[src/rtl/ahb_dma_write_master_if.sv]
// Bus bundle for the AHB DMA write master: command handshake, status pulses
// and the AHB-Lite master signals.
//   master modport : the DMA engine (drives cmd_ready, done, err and the H* outputs)
//   slave  modport : the command source / AHB slave side (drives cmd_*, busy_req, HREADY, HRESP)
interface ahb_dma_write_master_if #(
  parameter int unsigned ADDR_W = 32,
  parameter int unsigned DATA_W = 32,
  parameter int unsigned LEN_W  = 6
);
  logic              cmd_valid;
  logic              cmd_ready;
  logic [ADDR_W-1:0] cmd_addr;
  logic [LEN_W-1:0]  cmd_len;
  logic [DATA_W-1:0] cmd_data;
  logic              busy_req;
  logic              done;
  logic              err;
  logic [ADDR_W-1:0] HADDR;
  logic [DATA_W-1:0] HWDATA;
  logic              HWRITE;
  logic [1:0]        HTRANS;
  logic [2:0]        HBURST;
  logic [2:0]        HSIZE;
  logic              HREADY;
  logic              HRESP;

  modport master (
    input  cmd_valid, cmd_addr, cmd_len, cmd_data, busy_req, HREADY, HRESP,
    output cmd_ready, done, err, HADDR, HWDATA, HWRITE, HTRANS, HBURST, HSIZE
  );

  modport slave (
    output cmd_valid, cmd_addr, cmd_len, cmd_data, busy_req, HREADY, HRESP,
    input  cmd_ready, done, err, HADDR, HWDATA, HWRITE, HTRANS, HBURST, HSIZE
  );
endinterface

[src/rtl/ahb_dma_write_master.sv]
// AHB-Lite DMA write master: accepts a (start address, beat count, seed data)
// command and writes an incrementing burst whose data is seed + beat index.
// Address and data phases are pipelined; HREADY=0 freezes the bus outputs.
// Ports:
//   HCLK    : clock, rising edge
//   HRESETn : synchronous active-low reset
//   bus     : ahb_dma_write_master_if.master (command handshake, done/err, AHB signals)
// Build option: define AHB_DMA_BUSY_INSERT_EN to honour busy_req (BUSY cycles
// inside INCR bursts); otherwise busy_req is ignored.
module ahb_dma_write_master #(
  parameter int unsigned ADDR_W = 32,
  parameter int unsigned DATA_W = 32,
  parameter int unsigned LEN_W  = 6
) (
  input  logic                   HCLK,
  input  logic                   HRESETn,
  ahb_dma_write_master_if.master bus
);
  localparam int unsigned BYTES      = DATA_W / 8;
  localparam logic [2:0]  HSIZE_BEAT = (DATA_W == 64) ? 3'b011 : 3'b010;

  localparam logic [1:0] TR_IDLE   = 2'b00;
  localparam logic [1:0] TR_BUSY   = 2'b01;
  localparam logic [1:0] TR_NONSEQ = 2'b10;
  localparam logic [1:0] TR_SEQ    = 2'b11;

  localparam logic [2:0] HB_SINGLE = 3'b000;
  localparam logic [2:0] HB_INCR   = 3'b001;
  localparam logic [2:0] HB_INCR4  = 3'b011;
  localparam logic [2:0] HB_INCR8  = 3'b101;
  localparam logic [2:0] HB_INCR16 = 3'b111;

  typedef enum logic [2:0] {IDLE, NSEQ, BURST, LAST, ABORT} state_t;

  state_t            state_q;
  logic [ADDR_W-1:0] haddr_q;
  logic [DATA_W-1:0] hwdata_q;
  logic              hwrite_q;
  logic [1:0]        htrans_q;
  logic [2:0]        hburst_q;
  logic [2:0]        hsize_q;
  logic              cmd_ready_q;
  logic              done_q;
  logic              err_q;
  logic [DATA_W-1:0] data_q;   // data of the beat currently in its address phase
  logic [LEN_W-1:0]  len_q;
  logic [LEN_W-1:0]  beat_q;   // index of the beat currently in its address phase

  logic              err_ph_c;
  logic              busy_ins_c;
  logic [LEN_W-1:0]  last_beat_c;

  // Burst encoding is fixed for the whole transfer from the commanded length.
  function automatic logic [2:0] burst_of(input logic [LEN_W-1:0] len);
    if (len == LEN_W'(1))       return HB_SINGLE;
    else if (len == LEN_W'(4))  return HB_INCR4;
    else if (len == LEN_W'(8))  return HB_INCR8;
    else if (len == LEN_W'(16)) return HB_INCR16;
    else                        return HB_INCR;
  endfunction

  // First cycle of a two-cycle ERROR response.
  assign err_ph_c    = bus.HRESP && !bus.HREADY;
  assign last_beat_c = len_q - LEN_W'(1);

`ifdef AHB_DMA_BUSY_INSERT_EN
  assign busy_ins_c = bus.busy_req && (hburst_q == HB_INCR);
`else
  logic unused_busy_req_c;
  assign unused_busy_req_c = bus.busy_req;
  assign busy_ins_c        = 1'b0;
`endif

  // Transfer FSM with registered bus outputs; everything advances only on HREADY.
  always_ff @(posedge HCLK) begin
    if (!HRESETn) begin
      state_q     <= IDLE;
      haddr_q     <= '0;
      hwdata_q    <= '0;
      hwrite_q    <= 1'b0;
      htrans_q    <= TR_IDLE;
      hburst_q    <= HB_SINGLE;
      hsize_q     <= 3'b010;
      cmd_ready_q <= 1'b0;
      done_q      <= 1'b0;
      err_q       <= 1'b0;
      data_q      <= '0;
      len_q       <= '0;
      beat_q      <= '0;
    end else begin
      done_q  <= 1'b0;
      err_q   <= 1'b0;
      hsize_q <= HSIZE_BEAT;
      case (state_q)
        IDLE: begin
          cmd_ready_q <= 1'b1;
          if (bus.cmd_valid && cmd_ready_q) begin
            if (bus.cmd_len == '0) begin
              done_q <= 1'b1;
            end else begin
              state_q     <= NSEQ;
              cmd_ready_q <= 1'b0;
              hwrite_q    <= 1'b1;
              htrans_q    <= TR_NONSEQ;
              haddr_q     <= bus.cmd_addr;
              hburst_q    <= burst_of(bus.cmd_len);
              data_q      <= bus.cmd_data;
              len_q       <= bus.cmd_len;
              beat_q      <= '0;
            end
          end
        end
        NSEQ, BURST: begin
          if (err_ph_c) begin
            state_q  <= ABORT;
            htrans_q <= TR_IDLE;
          end else if (bus.HREADY) begin
            if (htrans_q == TR_BUSY) begin
              // BUSY carries no data phase: keep the pending address, counters idle.
              htrans_q <= busy_ins_c ? TR_BUSY : TR_SEQ;
            end else begin
              hwdata_q <= data_q;
              data_q   <= data_q + DATA_W'(1);
              if (beat_q == last_beat_c) begin
                state_q  <= LAST;
                htrans_q <= TR_IDLE;
              end else begin
                state_q  <= BURST;
                beat_q   <= beat_q + LEN_W'(1);
                haddr_q  <= haddr_q + ADDR_W'(BYTES);
                htrans_q <= (state_q == BURST && busy_ins_c) ? TR_BUSY : TR_SEQ;
              end
            end
          end
        end
        LAST: begin
          if (err_ph_c) begin
            state_q <= ABORT;
          end else if (bus.HREADY) begin
            state_q     <= IDLE;
            hwrite_q    <= 1'b0;
            cmd_ready_q <= 1'b1;
            if (bus.HRESP) err_q  <= 1'b1;
            else           done_q <= 1'b1;
          end
        end
        ABORT: begin
          htrans_q <= TR_IDLE;
          if (bus.HREADY) begin
            state_q     <= IDLE;
            hwrite_q    <= 1'b0;
            cmd_ready_q <= 1'b1;
            err_q       <= 1'b1;
          end
        end
        default: state_q <= IDLE;
      endcase
    end
  end

  assign bus.HADDR     = haddr_q;
  assign bus.HWDATA    = hwdata_q;
  assign bus.HWRITE    = hwrite_q;
  assign bus.HTRANS    = htrans_q;
  assign bus.HBURST    = hburst_q;
  assign bus.HSIZE     = hsize_q;
  assign bus.cmd_ready = cmd_ready_q;
  assign bus.done      = done_q;
  assign bus.err       = err_q;
endmodule

[src/flat_wrapper.sv]
// flat-port wrapper written by rule: the top's interface ports become plain ports
module ahb_dma_write_master_flat 
#(
  parameter int unsigned ADDR_W = 32,
  parameter int unsigned DATA_W = 32,
  parameter int unsigned LEN_W  = 6
)
  (HCLK, HRESETn, bus_cmd_valid, bus_cmd_addr, bus_cmd_len, bus_cmd_data, bus_busy_req, bus_HREADY, bus_HRESP, bus_cmd_ready, bus_done, bus_err, bus_HADDR, bus_HWDATA, bus_HWRITE, bus_HTRANS, bus_HBURST, bus_HSIZE);
  ahb_dma_write_master_if #(.ADDR_W(ADDR_W), .DATA_W(DATA_W), .LEN_W(LEN_W)) bus_i ();
  input  logic HCLK;
  input  logic HRESETn;
  input wire logic [$bits(bus_i.cmd_valid)-1:0] bus_cmd_valid;
  input wire logic [$bits(bus_i.cmd_addr)-1:0] bus_cmd_addr;
  input wire logic [$bits(bus_i.cmd_len)-1:0] bus_cmd_len;
  input wire logic [$bits(bus_i.cmd_data)-1:0] bus_cmd_data;
  input wire logic [$bits(bus_i.busy_req)-1:0] bus_busy_req;
  input wire logic [$bits(bus_i.HREADY)-1:0] bus_HREADY;
  input wire logic [$bits(bus_i.HRESP)-1:0] bus_HRESP;
  output wire logic [$bits(bus_i.cmd_ready)-1:0] bus_cmd_ready;
  output wire logic [$bits(bus_i.done)-1:0] bus_done;
  output wire logic [$bits(bus_i.err)-1:0] bus_err;
  output wire logic [$bits(bus_i.HADDR)-1:0] bus_HADDR;
  output wire logic [$bits(bus_i.HWDATA)-1:0] bus_HWDATA;
  output wire logic [$bits(bus_i.HWRITE)-1:0] bus_HWRITE;
  output wire logic [$bits(bus_i.HTRANS)-1:0] bus_HTRANS;
  output wire logic [$bits(bus_i.HBURST)-1:0] bus_HBURST;
  output wire logic [$bits(bus_i.HSIZE)-1:0] bus_HSIZE;
  assign bus_i.cmd_valid = bus_cmd_valid;
  assign bus_i.cmd_addr = bus_cmd_addr;
  assign bus_i.cmd_len = bus_cmd_len;
  assign bus_i.cmd_data = bus_cmd_data;
  assign bus_i.busy_req = bus_busy_req;
  assign bus_i.HREADY = bus_HREADY;
  assign bus_i.HRESP = bus_HRESP;
  assign bus_cmd_ready = bus_i.cmd_ready;
  assign bus_done = bus_i.done;
  assign bus_err = bus_i.err;
  assign bus_HADDR = bus_i.HADDR;
  assign bus_HWDATA = bus_i.HWDATA;
  assign bus_HWRITE = bus_i.HWRITE;
  assign bus_HTRANS = bus_i.HTRANS;
  assign bus_HBURST = bus_i.HBURST;
  assign bus_HSIZE = bus_i.HSIZE;
  ahb_dma_write_master #(.ADDR_W(ADDR_W), .DATA_W(DATA_W), .LEN_W(LEN_W)) u_core (.HCLK(HCLK), .HRESETn(HRESETn), .bus(bus_i));
endmodule
[config.mk]
export PLATFORM = sky130hd
export DESIGN_NAME = ahb_dma_write_master_flat
export DESIGN_NICKNAME = d
export VERILOG_FILES = /design/src/rtl/ahb_dma_write_master_if.sv /design/src/rtl/ahb_dma_write_master.sv /design/src/flat_wrapper.sv
export SDC_FILE = /design/constraint.sdc
export NUM_CORES = 1
export LEC_CHECK = 0
export BUFFER_PORTS_ARGS = -buffer_cell sky130_fd_sc_hd__buf_2
export CAP_MARGIN = 20
export CORE_AREA = 5 5 143 104
export CTS_CLUSTER_DIAMETER = 60
export CTS_CLUSTER_SIZE = 20
export DETAILED_ROUTE_END_ITERATION = 10
export DIE_AREA = 0 0 148 109
export PLACE_DENSITY = 0.86
export SETUP_SLACK_MARGIN = 0.15
export SYNTH_ARGS = -nofsm -noshare
export SYNTH_HDL_FRONTEND = slang
export SYNTH_SLANG_ARGS = --single-unit
export TNS_END_PERCENT = 100
[constraint.sdc]
create_clock -name HCLK -period 2.4 [get_ports HCLK]
set_clock_uncertainty 0.2 [all_clocks]
set_input_delay 0.36 -clock HCLK [delete_from_list [all_inputs] [get_ports HCLK]]
set_output_delay 0.36 -clock HCLK [all_outputs]
set_load 0.005 [all_outputs]
# Word level (Yosys, flattened, before mapping)
# Cells that the tools add are included.
# totals
input_bits,76
out_inout_bits,76
register_bits,120
wordCells,115
# classes
n_addsub,4
muxes,60
bitwise_logic,3
eq_ne,19
n_reduce_logical,17
# ops
operator,count
32-bit two-way mux,11
32-bit one-hot mux with 2 select lines,2
6-bit two-way mux,6
3-bit two-way mux,11
32-bit by 1-bit adder with 32-bit output (second input constant),1
32-bit by 3-bit adder with 32-bit output (second input constant),1
1-bit two-way mux,17
4-bit AND reduction,4
2-bit two-way mux,6
2-bit != test (second input constant),6
3-bit one-hot mux with 4 select lines,1
6-bit one-hot mux with 2 select lines,1
7-bit AND reduction,1
6-bit by 1-bit adder with 6-bit output (second input constant),1
3-bit by 2-bit == test with 1-bit output (second input constant),2
6-bit by 1-bit == test with 1-bit output (second input constant),1
6-bit by 3-bit == test with 1-bit output (second input constant),1
6-bit by 4-bit == test with 1-bit output (second input constant),1
6-bit by 5-bit == test with 1-bit output (second input constant),1
6-bit == test,1
6-bit zero test,1
3-bit by 2-bit != test with 1-bit output (second input constant),2
1-bit one-hot mux with 3 select lines,2
2-bit one-hot mux with 3 select lines,1
16 further kinds,21

# Depth between registers and ports, before layout
# Gate-level depths: netlist of the first run.
# logic_depth
depth_word,7
depth_mapped,11
depth_no_buf,8

# Least setup slack after synthesis of the first run
# No wires, ideal clock.
# synth_path
path_type,register to register
startpoint,register u_core.len_q[0]
endpoint,register u_core.haddr_q[21] (netlist: u_core.bus.HADDR[21])
slack_ps,-119
t_arrival_ps,2203
path_buffers,3
stages_incl_launch_ff,12
cell_sequence,dfxtp_1 inv_1 ha_1 o21ba_2 a221oi_1 or2_1 clkbuf_1 a31o_1 buf_6 buf_2 a211oi_1 a31o_2
# synth_via
elab_chain_cells,4
# synth_lines
element,line,source
start: declaration,ahb_dma_write_master.sv:46,logic [LEN_W-1:0] len_q;
start signal: assignment,ahb_dma_write_master.sv:108,len_q <= bus.cmd_len;
6-bit by 1-bit subtractor with 6-bit output,ahb_dma_write_master.sv:64,assign last_beat_c = len_q - LEN_W'(1);
6-bit == test,ahb_dma_write_master.sv:124,if (beat_q == last_beat_c) begin
2-bit != test (no source line),n/a,
7-bit AND reduction (no source line),n/a,
end signal: assignment,ahb_dma_write_master.sv:105,haddr_q <= bus.cmd_addr;
end signal: assignment,ahb_dma_write_master.sv:130,haddr_q <= haddr_q + ADDR_W'(BYTES);
end: declaration,ahb_dma_write_master.sv:36,logic [ADDR_W-1:0] haddr_q;
# No other way between the ends.
# A chain may end at the register's enable or synchronous reset.

# Worst setup path after layout of the first run
# layout_path
startpoint,register u_core.len_q[1]
endpoint,register u_core.haddr_q[14] (netlist: u_core.bus.HADDR[14])
# Same word-level chain as after synthesis.

==> reports/results.ini, run 1 <==
[status]
status=complete, no violations

[place]
dp_cells=1156
dpl.hpwl_mm=13.4
io_buffers=147
place.gp.congestion=0.894

[sta]
slew_violations=0
whs_ns=0.0207
rsz0062_at_grt=true
fmax_mhz=420
tightest_slew_ns=0.592
max-slew-margin-rel_pct=60.5
finalCritPeriodShare_pct=99.2
setup_viol=0
period_minus_slack_ns=2.38
final-hold-violation-count=0

[floorplan]
pin_count=152
coreArea_mm2=0.0135
placementRows=36
die_x_um=148
initial_utilization_pct=47.5
die_h_um=109
dieArea_mm2=0.0161

[clock_tree]
htreeDepth=4
clk_pin_slew_ns=0.06
cts_root_buf=clkbuf_16
cts-buffers-inserted=17
cts_tree=done
clk_latency_ns=0.42
cts_sinks=120
cts_buffer_depth=2

[routing]
routed_wl_mm=21.6
drc=0
drt_iter0_drc=742
wl_per_cell_um=17.9
num_vias=7310
dr.pass1.iters=7
via_per_inst=6.06
ant_nets=0

[yosys]
yosysSeqAreaShare_pct=37.5
ys_types=70
ys.flop_type=dfxtp_1
synthCells=856
syn_avg_cell_area_um2=7.48
asyncSetResetFlopFracSynth_pct=0
ys_ff_latch=120
synth_edf_count=0
mappedNetlistArea_mm2=0.00640
yosys_warnings=0

[worst_setup_path]
critPathKind=register to register
start_kind=register
cp_data_arrival_time_ns=2.48
cp_max_fo=7
worst-r2r-setup-slack_ns=0.02
startpoint=u_core.len_q[1]
r2r-start=u_core.len_q[1]
end_kind=register
worstPathRequired_ns=2.50

[flow_run]
cap_violations=0

[power_and_ir_drop]
leakage_nw=3.56
powerDensity_mw_per_mm2=1220
p_int_w=0.00633
p_sw_share_pct=40.6
p_clk_share_pct=24.5
ir_worst_vdd_uv=798
p_switching_w=0.00434
power_frac_seq_pct=28.3
p_comb_share_pct=47.3

[layout]
insertedDiodeCount=0
layout_common_cells=nand2_1 (160), buf_2 (147), dfxtp_1 (110)
final_cells=1207
num-nets-final=1103
layout_commonest_cell=nand2_1
drive_gt1_share_pct=31.7
area_growth_pct=37.0

[global_route]
grt_pass1_wl_mm=32.0
grt_max_degree=46
grt_overflow=0
antenna_found_initial=1
track_usage_pct=24.1
grt_pass1_vias=6437

[hold_path]
hold_class=primary input to register
min-delay-start=bus_cmd_len[1]

==> cell type report <==
class | count | area, um^2
Clock buffer | 21 | 460
Sequential cell | 120 | 2420
Timing Repair Buffer | 215 | 1450
Clock inverter | 11 | 148
Fill cell | 1108 | 4690
Tap cell | 171 | 214
Inverter | 11 | 41.3
Multi-Input combinational cell | 658 | 4040
==> power groups by stage <==
stage	logic (W)	clock network (W)	registers, W
after floorplan	0.00277	0	0.00292
after global placement	0.00400	0	0.00297
after detailed placement	0.00410	0	0.00299
after CTS	0.00423	0.00263	0.00296
after global routing	0.00546	0.00274	0.00307
final	0.00504	0.00261	0.00302
==> what timing repair did <==
item,in CTS,in global routing
gates cloned,0,5
endpoints found under the hold margin,2,0
setup buffers,3,9
resized for setup,10,64
pin swaps,0,14
setup endpoints to repair,39,54
hold buffers,2,0
==> final timing paths <==
check	depth (start not counted)	end
hold / removal	3	u_core.len_q[1]
setup reg to reg	11	u_core.bus.HADDR[14]
setup / recovery	11	u_core.bus.HADDR[14]
hold reg to reg	2	u_core.bus.HWDATA[15]
==> cell families after synthesis <==
kind of cell / after synthesis / synth area share, %
xor+xnor: 12 / 1.64
simple gates: 359 / 26.0
compound gates: 272 / 27.6
buf+inv: 79 / 5.06
mux: 8 / 1.27
fa+ha+maj: 4 / 0.782
other cells: 2 / 0.117
flops: 120 / 37.5
==> critical path, stage by stage (launching register included) <==
cell,delay [ns]
dfxtp_2,0.36
inv_2,0.05
ha_4,0.18
o21ba_4,0.20
a221oi_4,0.28
or2_1,0.19
buf_6,0.13
a31oi_4,0.09
buf_12,0.15
clkbuf_16,0.17
a31oi_4,0.17
a21oi_1,0.08
==> synthesized netlist by cell type (all sizes together), types with 13 or more instances <==
cell | instances | area share, %
dfxtp | 120 | 38
o21ai | 52 | 4.1
and3 | 13 | 1.3
clkbuf | 52 | 3.0
nand3 | 34 | 2.7
nand4 | 17 | 1.7
nand2 | 165 | 9.7
buf | 16 | 1.4
nor3 | 17 | 1.4
a211oi | 14 | 1.7
a21oi | 106 | 8.3
nor2 | 69 | 4.2
==> layer usage <==
metal / vias up / global-route usage, % / routed length, um
li1: 3450 / - / -
met1: 3381 / 33.0 / 9120
met2: 429 / 38.6 / 9940
met3: 48 / 5.73 / 2190
met4: 2 / 6.33 / 363
met5: - / 0 / 13
==> registers in the layout, summed over array words and instances, names as in the netlist, 2 cells and up <==
register / flops
u_core.beat_q: 6
u_core.len_q: 6
u_core.data_q: 32
u_core.state_q: 3
u_core.bus.HTRANS: 2
u_core.bus.HBURST: 3
u_core.bus.HWDATA: 32
u_core.bus.HADDR: 32
==> per-stage QoR <==
| step | instance area (um^2) | TNS (ns) | util, % | setup slack (ns) | total power [W] |
|---|---|---|---|---|---|
| after global routing | 8770 | -0.283 | 65.1 | -0.0444 | 0.0113 |
| after detailed placement | 7610 | -0.0196 | 56.5 | -0.0104 | 0.00709 |
| after CTS | 8310 | 0 | 61.7 | 0.0510 | 0.00983 |
| after global placement | 7610 | 0 | 56.5 | 0.0251 | 0.00696 |
| after floorplan | 6490 | 0 | - | 0.0820 | 0.00569 |
| final | 8770 | 0 | 65.1 | 0.0203 | 0.0107 |
Power figures use the tool's default switching activity.
==> run 2, diff against run 1 <==
- CELL_PAD_IN_SITES_DETAIL_PLACEMENT: default -> 2
- CELL_PAD_IN_SITES_GLOBAL_PLACEMENT: default -> 2
- CORE_AREA: 5 5 143 104 -> 5 5 191 137
- DIE_AREA: 0 0 148 109 -> 0 0 196 142
- PLACE_DENSITY: 0.86 -> 0.85
==> reports/results.ini, run 2 (synthesis gave the netlist of run 1 again) <==
[status]
status=complete, no violations

[routing]
drc=0
num_vias=7357
ant_nets=0
dr.pass1.iters=4
wl_per_cell_um=20.8
routed_wl_mm=28.7
drt_iter0_drc=257
via_per_inst=5.33

[worst_setup_path]
end_kind=register
r2r-start=u_core.len_q[0]
startpoint=u_core.len_q[0]
critPathKind=register to register
cp_max_fo=6
worstPathRequired_ns=2.52
cp_data_arrival_time_ns=2.51
start_kind=register

[clock_tree]
clk_pin_slew_ns=0.06
cts_root_buf=clkbuf_16
cts-buffers-inserted=17
cts_tree=done
clk_latency_ns=0.43
cts_buffer_depth=2
cts_sinks=120
htreeDepth=4

[layout]
fin_area_mm2=0.00908
register_area_mm2=0.00243
fillCellCount=2796
drive_gt1_share_pct=33.0
layout_common_cells=nand2_1 (158), buf_2 (147), dfxtp_1 (107)
num-nets-final=1122
area_growth_pct=41.9
multiInputGateArea_mm2=0.00403
utilization_pct=37.4
layout_commonest_cell=nand2_1

[power_and_ir_drop]
p_clk_share_pct=22.7
total_power_w=0.0109
powerDensity_mw_per_mm2=1200
p_comb_share_pct=49.9
p_sw_share_pct=43.0
power_frac_seq_pct=27.4
ir_worst_vdd_uv=573
p_int_w=0.00622
p_switching_w=0.00470
leakage_nw=3.64

[sta]
finalCritPeriodShare_pct=99.6
slew_violations=0
whs_ns=0.0235
period_minus_slack_ns=2.39
rsz0062_at_grt=true
final-hold-violation-count=0
setup_viol=0
fmax_mhz=418

[floorplan]
die_x_um=196
dieArea_mm2=0.0278
die_h_um=142
pin_count=152
placementRows=48
coreArea_mm2=0.0243
initial_utilization_pct=26.4

[flow_run]
cap_violations=0

[hold_path]
hold_class=primary input to register
min-delay-start=bus_cmd_data[1]

[global_route]
antenna_found_initial=3
grt_max_degree=50
track_usage_pct=20.1
grt_overflow=0
grt_pass1_vias=7973
grt_pass1_wl_mm=44.9

[place]
dpl.hpwl_mm=19.3
dpl_cell_area_mm2=0.00794
io_buffers=147
place.gp.congestion=0.825

==> run 2: cell count changes in the layout (fill, tap and decap cells not counted), moves of 3 or more <==
cell,change
nor4_2,+4
buf_6,+5
dfxtp_1,-3
buf_16,+3
o32ai_1,-3
or3_4,+3
nand3_1,+3
clkbuf_16,-3
nor4_1,-3
buf_4,+14
or3_1,-3
o32ai_2,+3
nand3_2,-3
==> run 2: stage by stage <==
stage | instances | worst slack, ns | setup TNS, ns
2_1_floorplan | 857 | 0.0820 | 0
3_3_place_gp | 1328 | 0.0243 | 0
3_5_place_dp | 1328 | -0.0669 | -0.399
4_1_cts | 1372 | 0.0223 | 0
5_1_grt | 1381 | -0.0711 | -0.749
6_report | 1381 | 0.00953 | 0
==> run 2: path summary, 6_finish.rpt <==
| check | slack (ns) | cells past startpoint | endpoint |
|---|---|---|---|
| max | 0.01 | 10 | u_core.beat_q[2] |
| min | 0.02 | 3 | u_core.data_q[1] |
| max reg2reg | 0.01 | 10 | u_core.beat_q[2] |
| min reg2reg | 0.25 | 2 | u_core.bus.HWDATA[19] |
==> run 2: what timing repair did <==
action | 4_1_cts | 5_1_grt
gates cloned | 3 | 1
setup buffers | 6 | 7
pin swaps | 11 | 16
hold buffers | 3 | 0
resized for setup | 33 | 48
endpoints found under the hold margin | 3 | 0
endpoints found under the setup margin | 49 | 64
==> run 2: critical path, cell delays in order (launching register included) <==
cell and delay, ns:
dfxtp_4 0.36, inv_1 0.07, ha_4 0.18, o21ba_2 0.21, a221oi_2 0.28, or2_1 0.20
buf_6 0.12, a31oi_4 0.11, buf_6 0.16, clkbuf_16 0.17, a31o_2 0.23
==> run 2: cell type report <==
type	instances	share of cell area, %
Multi-Input combinational cell	658	44.3
Sequential cell	120	26.7
Timing Repair Buffer	234	17.8
Clock buffer	21	5.07
Tap cell	325	4.48
Clock inverter	11	1.10
Inverter	11	0.454
Antenna cell	1	0.0275
==> run 2: layer usage <==
layer / share of wire (%) / track usage (%) / up-vias
met1: 47 / 26.7 / 3679
met4: 1.6 / 5.21 / 4
met5: 0.077 / 0 / -
met2: 46 / 32.6 / 161
met3: 4.9 / 5.32 / 30
li1: - / - / 3483
==> run 2: power by group through the flow <==
stage / clock (W) / sequential (W) / combinational (W)
floorplan: 0 / 0.00292 / 0.00277
global placement: 0 / 0.00295 / 0.00442
CTS: 0.00255 / 0.00296 / 0.00517
detailed placement: 0 / 0.00298 / 0.00464
finish: 0.00248 / 0.00300 / 0.00545
global route: 0.00264 / 0.00306 / 0.00593
